==> config.mk <==
export PLATFORM = sky130hd
export DESIGN_NAME = dsp_mac_ctrl
export DESIGN_NICKNAME = d
export VERILOG_FILES = /design/src/rtl/dsp_pkg.sv /design/src/rtl/dsp_valid_pipe.sv /design/src/rtl/dsp_mac_ctrl.sv
export SDC_FILE = /design/constraint.sdc
export NUM_CORES = 1
export LEC_CHECK = 0
export BUFFER_PORTS_ARGS = -buffer_cell sky130_fd_sc_hd__clkbuf_2
export CAP_MARGIN = 40
export CORE_MARGIN = 2
export CORE_UTILIZATION = 40
export DETAILED_ROUTE_END_ITERATION = 12
export PLACE_DENSITY = 0.77
export SETUP_SLACK_MARGIN = 0.05
export SLEW_MARGIN = 10
export SYNTH_ARGS = -nofsm -noshare
export SYNTH_HDL_FRONTEND = slang
export SYNTH_SLANG_ARGS = --single-unit
export TNS_END_PERCENT = 30
==> constraint.sdc <==
create_clock -name CLK -period 5.55 [get_ports CLK]
set_clock_uncertainty 0.1 [all_clocks]
set_input_delay 0.555 -clock CLK [delete_from_list [all_inputs] [get_ports CLK]]
set_output_delay 0.555 -clock CLK [all_outputs]
set_load 0.005 [all_outputs]
==> src/rtl/dsp_pkg.sv <==
// Shared definitions for the DSP multiply-accumulate controller:
// controller state encoding and the DSP opmode constants.
package dsp_pkg;

   typedef enum logic [1:0] {
      ST_IDLE  = 2'd0,
      ST_LOAD  = 2'd1,
      ST_DRAIN = 2'd2
   } mac_state_t;

   // P = A*B (clear) and P = P + A*B (accumulate)
   localparam logic [7:0] OPM_MUL_CLR = 8'h01;
   localparam logic [7:0] OPM_MUL_ACC = 8'h09;

endpackage

==> src/rtl/dsp_valid_pipe.sv <==
// Delay line that shadows the DSP datapath: carries the "beat accepted"
// strobe and the "first beat of the command" flag alongside the operands.
// o_vld[k-1] is the valid at stage k. The first flag is only needed up
// to stage DEPTH-1, where it selects the opmode for the P load.
module dsp_valid_pipe #(
   parameter int DEPTH = 4
) (
   input  logic             CLK,
   input  logic             rst,
   input  logic             i_clr,
   input  logic             i_vld,
   input  logic             i_first,
   output logic [DEPTH-1:0] o_vld,
   output logic             o_first_p
);

   logic [DEPTH-1:0] r_vld;
   logic [DEPTH-2:0] r_first;

   // Shift valid/first one stage per clock; a synchronous clear drops every beat in flight.
   always_ff @(posedge CLK or posedge rst) begin
      if (rst) begin
         r_vld   <= '0;
         r_first <= '0;
      end else if (i_clr) begin
         r_vld   <= '0;
         r_first <= '0;
      end else begin
         r_vld[0]   <= i_vld;
         r_first[0] <= i_first;
         for (int k = 1; k < DEPTH; k++) begin
            r_vld[k] <= r_vld[k-1];
         end
         for (int k = 1; k < DEPTH - 1; k++) begin
            r_first[k] <= r_first[k-1];
         end
      end
   end

   assign o_vld     = r_vld;
   assign o_first_p = r_first[DEPTH-2];

endmodule

==> src/rtl/dsp_mac_ctrl.sv <==
// Command controller for a DSP48-style multiply-accumulate slice.
// Accepts len operand pairs, steers the slice clock enables so bubbles
// freeze the datapath, clears the accumulator on the first beat, and
// captures P once the last beat has landed.
module dsp_mac_ctrl #(
   parameter int WIDTH    = 18,
   parameter int PIPE_LAT = 4,
   parameter int LEN_W    = 8
) (
   input  logic             CLK,
   input  logic             rst,
   input  logic             start,
   input  logic [LEN_W-1:0] len,
   input  logic             abort,
   input  logic             in_valid,
   output logic             in_ready,
   input  logic [WIDTH-1:0] a_in,
   input  logic [WIDTH-1:0] b_in,
   output logic [WIDTH-1:0] dsp_a,
   output logic [WIDTH-1:0] dsp_b,
   output logic             cea,
   output logic             ceb,
   output logic             cem,
   output logic             cep,
   output logic [7:0]       opmode,
   input  logic [47:0]      p_in,
   output logic [47:0]      result,
   output logic             done,
   output logic             busy
);
   import dsp_pkg::*;

   mac_state_t       r_state, w_state_nxt;
   logic [LEN_W-1:0] r_beats_left;
   logic             r_first_pend;
   logic [47:0]      r_result;
   logic             r_done;

   logic             w_launch;    // IDLE + start with a non-empty command
   logic             w_zero_cmd;  // IDLE + start with len == 0
   logic             w_accept;    // beat taken into the datapath
   logic             w_kill;      // abort of an active command
   logic             w_capture;   // last beat has reached P
   logic             w_drained;
   logic [PIPE_LAT-1:0] w_vld;
   logic             w_first_p;

   // Final beat sits alone in the last stage: P already holds the full sum.
   assign w_drained = w_vld[PIPE_LAT-1] && (w_vld[PIPE_LAT-2:0] == '0);

   // State register.
   always_ff @(posedge CLK or posedge rst) begin
      if (rst) r_state <= ST_IDLE;
      else     r_state <= w_state_nxt;
   end

   // Next-state and per-cycle control strobes; abort outranks a same-cycle beat.
   always_comb begin
      w_state_nxt = r_state;
      in_ready    = 1'b0;
      w_launch    = 1'b0;
      w_zero_cmd  = 1'b0;
      w_accept    = 1'b0;
      w_kill      = 1'b0;
      w_capture   = 1'b0;
      case (r_state)
         ST_IDLE: begin
            if (start) begin
               if (len != '0) begin
                  w_launch    = 1'b1;
                  w_state_nxt = ST_LOAD;
               end else begin
                  w_zero_cmd  = 1'b1;
               end
            end
         end
         ST_LOAD: begin
            in_ready = 1'b1;
            if (abort) begin
               w_kill      = 1'b1;
               w_state_nxt = ST_IDLE;
            end else if (in_valid) begin
               w_accept = 1'b1;
               if (r_beats_left == LEN_W'(1)) w_state_nxt = ST_DRAIN;
            end
         end
         ST_DRAIN: begin
            if (abort) begin
               w_kill      = 1'b1;
               w_state_nxt = ST_IDLE;
            end else if (w_drained) begin
               w_capture   = 1'b1;
               w_state_nxt = ST_IDLE;
            end
         end
         default: w_state_nxt = ST_IDLE;
      endcase
   end

   // Beat counter and first-beat marker for the command in progress.
   always_ff @(posedge CLK or posedge rst) begin
      if (rst) begin
         r_beats_left <= '0;
         r_first_pend <= 1'b0;
      end else if (w_kill) begin
         r_beats_left <= '0;
         r_first_pend <= 1'b0;
      end else if (w_launch) begin
         r_beats_left <= len;
         r_first_pend <= 1'b1;
      end else if (w_accept) begin
         r_beats_left <= r_beats_left - LEN_W'(1);
         r_first_pend <= 1'b0;
      end
   end

   // Result capture and the one-cycle completion pulse.
   always_ff @(posedge CLK or posedge rst) begin
      if (rst) begin
         r_result <= '0;
         r_done   <= 1'b0;
      end else begin
         r_done <= w_capture | w_zero_cmd;
         if (w_zero_cmd)     r_result <= '0;
         else if (w_capture) r_result <= p_in;
      end
   end

   // Stage 0: operand capture into the slice A/B registers
   assign dsp_a = a_in;
   assign dsp_b = b_in;
   assign cea   = w_accept;
   assign ceb   = w_accept;

   dsp_valid_pipe #(
      .DEPTH (PIPE_LAT)
   ) u_vpipe (
      .CLK       (CLK),
      .rst       (rst),
      .i_clr     (w_kill),
      .i_vld     (w_accept),
      .i_first   (w_accept & r_first_pend),
      .o_vld     (w_vld),
      .o_first_p (w_first_p)
   );

   // Stage 1: multiplier register
   assign cem = w_vld[0];

   // Stage PIPE_LAT-1: P register load, opmode aligned to this beat
   assign cep    = w_vld[PIPE_LAT-2];
   assign opmode = (cep && !w_first_p) ? OPM_MUL_ACC : OPM_MUL_CLR;

   assign result = r_result;
   assign done   = r_done;
   assign busy   = (r_state != ST_IDLE);

endmodule

* Word-level counts from Yosys, hierarchy flattened *
Index checks and enable logic that the tools add are counted.

word-level totals
  output and inout port bits = 99
  register bits after elaboration = 67

cells by class
  equal/unequal tests = 8
  bitwise logic cells = 2
  multiplexer cells = 34
  reduce and logical (&&, ||, !) cells = 11
  $add $sub $neg = 1

operators with widths
  kind                                                                   count
  48-bit 2-to-1 mux                                                      2
  8-bit 2-to-1 mux                                                       3
  1-bit 2-to-1 mux                                                       18
  2-bit 2-to-1 mux                                                       7
  3-bit != test, second input constant                                   3
  8-bit by 1-bit equality test with 1-bit output, second input constant  1
  4-bit 2-to-1 mux                                                       2
  8-bit nonzero test                                                     1
  8-bit by 1-bit subtractor with 8-bit output, second input constant     1
  2-bit case mux with 3 select lines                                     1
  5-bit AND reduction                                                    1
  2-bit != test, second input constant                                   2
  2-bit nonzero test                                                     2
  3-bit zero test                                                        1
  3-bit 2-to-1 mux                                                       1
  3-bit nonzero test                                                     1
  2-bit by 1-bit equality test with 1-bit output, second input constant  1
  2-bit equality test, second input constant                             1
  1-bit logical AND                                                      2
  2-bit zero test                                                        1
  2-bit OR reduction                                                     1
  1-bit AND                                                              1
  1-bit zero test                                                        1
  1-bit bitwise OR                                                       1

* Depth between registers and ports, before layout *
  depth in word-level cells = 7
  gate-level depth with buffers = 8

* By module *
A second synthesis with hierarchy kept.

second synthesis, totals
  cells, all modules = 356
  area, all modules = 3,316.9 um^2

by module, submodules not included
  module          cells an instance  area an instance (um^2)  instances
  dsp_mac_ctrl    341                3,094.2                  1
  dsp_valid_pipe  15                 222.7                    1

* Worst setup path before layout *
No wires, ideal clock.

  kind = input to register
  from = input port len[4]
  to = register r_state[0]
  required time = 5.325 ns
  path buffers = 0
  arrival = 1.706 ns
  slack = 3.619 ns
  cell stages on the path = 4
  path through = or4_4 -> o21ai_2 -> a211oi_1 -> mux2_4

on the way
  word-level cells in the longest chain between the ends = 3

RTL lines
  element                               line                RTL
  start: declaration                    dsp_mac_ctrl.sv:13  input logic [LEN_W-1:0] len,
  8-bit nonzero test                    dsp_mac_ctrl.sv:69  if (len != '0) begin
  2-bit != test (no source line)        -
  5-bit AND reduction (no source line)  -
  end signal: assignment                dsp_mac_ctrl.sv:54  else r_state <= w_state_nxt;
  end: declaration                      dsp_mac_ctrl.sv:33  mac_state_t r_state, w_state_nxt;

Every way passes these cells.
A chain may end at the register's enable or synchronous reset.

* Worst setup path in the final report *
  from = register r_state[1]
  to = output port cea

on the way
  word-level cells in the longest chain between the ends = 2

RTL lines
  element                                         line                RTL
  2-bit by 1-bit equality test with 1-bit output  dsp_mac_ctrl.sv:66  case (r_state)
  1-bit 2-to-1 mux                                dsp_mac_ctrl.sv:66
  end: declaration                                dsp_mac_ctrl.sv:21  output logic cea,

Every way passes these cells.

==> flow_metrics.py <==
metrics = {
    "critical_path": {
        "critPathCaptureType": "output port",
        "reg2reg_depth": 5,
        "critPathKind": "flop to output port",
        "startpoint": "r_state[1]",
        "crit_path_start_kind": "flop",
        "r2r_end": "result[35]",
        "arrival_ps": 1730,
        "reg2reg_from": "u_vpipe.o_vld[0]",
        "r2r_slack_ps": 3250,
        "critPathMaxFanout": 9,
        "cp.required_ps": 4890,
        "critPathCapture": "cea",
    },
    "clock_network": {
        "cts_hold_buf": 0,
        "cts_max_path_buffers": 2,
        "cts.sinks": 67,
        "clkLatencyLatePin_ps": 330,
        "ctsResizeCount": 0,
        "cts_tree": "done",
        "htreeDepth": 3,
        "postCtsSetupBuffers": 0,
        "clock-root-buffer": "clkbuf_8",
        "clkTransAtPathRegs_ps": 70,
        "cts_made_buffers": 9,
    },
    "timing": {
        "fmax_ghz": 0.419,
        "drv_slew": 0,
        "finalCritPeriodShare": 0.430,
        "max_slew_margin": 0.448,
        "hold_viol_final": 0,
        "rsz0062_at_grt": "false",
        "worst_slack_ps": 3160,
        "fin_tns_setup_ps": 0,
        "fin_crit_ps": 2390,
        "finalSetupViolCount": 0,
        "worstMarginPinSlew_ps": 828,
    },
    "floorplanning": {
        "die_area_um2": 9020,
        "fp.dieW_um": 95.0,
        "start_util": 0.407,
        "core_area_um2": 8130,
        "ios": 196,
        "rows": 33,
        "die_h_um": 95.0,
    },
    "yosys": {
        "synth_flop_cell": "dfrtp_1",
        "yosysWarnings": 0,
        "synth-seq-area-share": 0.507,
        "avgSynthCellArea_um2": 9.24,
        "syn_area_um2": 3310,
        "ys_types": 42,
        "async_reset_ff_frac": 1.00,
        "ys_ff_latch": 67,
        "synth_edf_count": 0,
        "synthCells": 358,
    },
    "layout": {
        "area.growth.synth_to_final_pct": 16.4,
        "nFillCells": 782,
        "drive_above_1_share": 0.339,
        "diodes": 0,
        "nets": 535,
    },
    "placement": {
        "placement.io_buffers": 116,
        "dpl_worst_slack_ps": 3080,
        "dp_hpwl_um": 5030,
        "gp_congestion": 0.849,
    },
    "drt": {
        "final_antenna_net_count": 0,
        "via_count": 2590,
        "first_pass_iters": 4,
        "routedWlPerCell_um": 12.9,
        "vias_per_cell": 4.78,
        "drc": 0,
        "routed_wl_um": 7020,
        "first_iter_violations": 59,
    },
    "pwr": {
        "p_leak_nw": 1.97,
        "vdd_ir_drop_max_uv": 193,
        "power_density_nw_per_um2": 318,
        "total_power_w": 0.00122,
    },
    "global_route": {
        "grt_start_max_net_pins": 68,
        "overflow": 0,
        "grtUsageTotal": 0.157,
        "grt_pass1_wl_um": 11000,
        "grt_pass1_vias": 2423,
        "antenna_found_initial": 0,
    },
    "min_path": {
        "hp-class": "input pin to flop",
        "hp-start": "p_in[10]",
    },
    "run": {
        "drv_cap": 0,
    },
    "status": {
        "outcome": "complete, no violations",
    },
}
-- placed cells by master, fill, tap and decap left out, types with 2 or more instances in the layout --
cell type	n
clkbuf_2	116
nand2_1	105
dfrtp_1	67
a21oi_1	54
clkbuf_8	10
and2_1	7
conb_1	7
inv_1	6
ha_1	6
nor2_1	4
xor2_1	4
a211oi_1	3
o21ai_0	3
nand3_1	3
clkinv_2	3
buf_4	3
or4_4	2
nand3b_1	2
nand4b_1	2
xnor2_1	2
nor3_1	2
-- cell usage after synthesis (2+ instances only) --
master,instances,area share
a21oi_1,54,0.082
conb_1,2,0.0023
nand3_1,3,0.0045
buf_2,8,0.012
ha_1,6,0.023
a211oi_1,3,0.0068
or4_4,2,0.0068
buf_6,2,0.0068
xnor2_1,2,0.0053
xor2_1,4,0.011
nor2_1,4,0.0045
nor3_1,2,0.0030
buf_4,47,0.11
clkbuf_1,5,0.0057
o21ai_0,3,0.0045
nand4b_1,2,0.0053
and2_1,7,0.013
inv_1,7,0.0079
nand2_1,105,0.12
nand3b_1,2,0.0045
dfrtp_1,67,0.51
-- critical path, stage by stage, from the launching register on --
cell	delay (ps)
dfrtp_1	350
inv_1	90
ha_1	240
nand3b_1	220
clkinv_1	310
clkbuf_2	200
-- through the flow --
step           utilization  hold WS [ps]  instance area [um2]  instances
3_3_place_gp         0.446           334                 3630        525
2_1_floorplan            -           328                 3330        363
4_1_cts              0.473           311                 3850        542
6_report             0.473           335                 3850        542
5_1_grt              0.473           307                 3850        542
3_5_place_dp         0.450           345                 3660        526
-- power by group --
group / total (W) / internal (W) / leakage [nW] / switching [W]
combinational: 0.000247 / 0.000114 / 0.946 / 0.000134
clock: 0.000395 / 0.000218 / 0.0991 / 0.000177
sequential: 0.000581 / 0.000537 / 0.920 / 0.0000446
-- registers in the layout (all words and copies together) (netlist names) --
signal	cells
r_first_pend	1
result	48
done	1
u_vpipe.r_first	3
r_state	2
r_beats_left	8
u_vpipe.o_vld	4
-- per-layer routing --
| metal | vias up | track usage | share of wire | routed length (um) |
|---|---|---|---|---|
| met5 | - | 0 | 0 | 0 |
| met4 | 0 | 0.0568 | 0.016 | 109 |
| met3 | 18 | 0.0583 | 0.078 | 544 |
| met2 | 105 | 0.267 | 0.49 | 3440 |
| met1 | 1207 | 0.183 | 0.42 | 2920 |
| li1 | 1260 | - | - | - |
-- cell type report --
cell class	count	area [um2]	area share
Sequential cell	67	1680	0.435
Multi-Input combinational cell	226	1190	0.309
Timing Repair Buffer	120	631	0.164
Clock buffer	11	141	0.0367
Tap cell	105	131	0.0341
Clock inverter	5	52.6	0.0136
Inverter	8	30.0	0.00780
-- worst min-delay path by stage --
stage,cells past startpoint,to,slack (ps)
2_1_floorplan,1,u_vpipe.r_first[1],330
3_3_place_gp,1,u_vpipe.r_first[1],330
3_5_place_dp,1,u_vpipe.r_first[2],350
6_report,3,result[10],330
4_1_cts,3,result[13],310
5_1_grt,3,result[13],310
-- kinds of logic (layout without fill, tap and decap cells) --
family / Yosys count / after routing / share of synthesized area
buffers and inverters: 70 / 144 / 0.140
flip-flops: 67 / 67 / 0.507
adder cells (fa/ha/maj): 6 / 6 / 0.0227
other: 2 / 7 / 0.00227
multiplexers: 1 / 1 / 0.00454
XOR/XNOR: 6 / 6 / 0.0159
AO/OA/AOI/OAI: 68 / 68 / 0.116
AND/OR/NAND/NOR: 138 / 138 / 0.192
(Power assumes the default switching activity.)
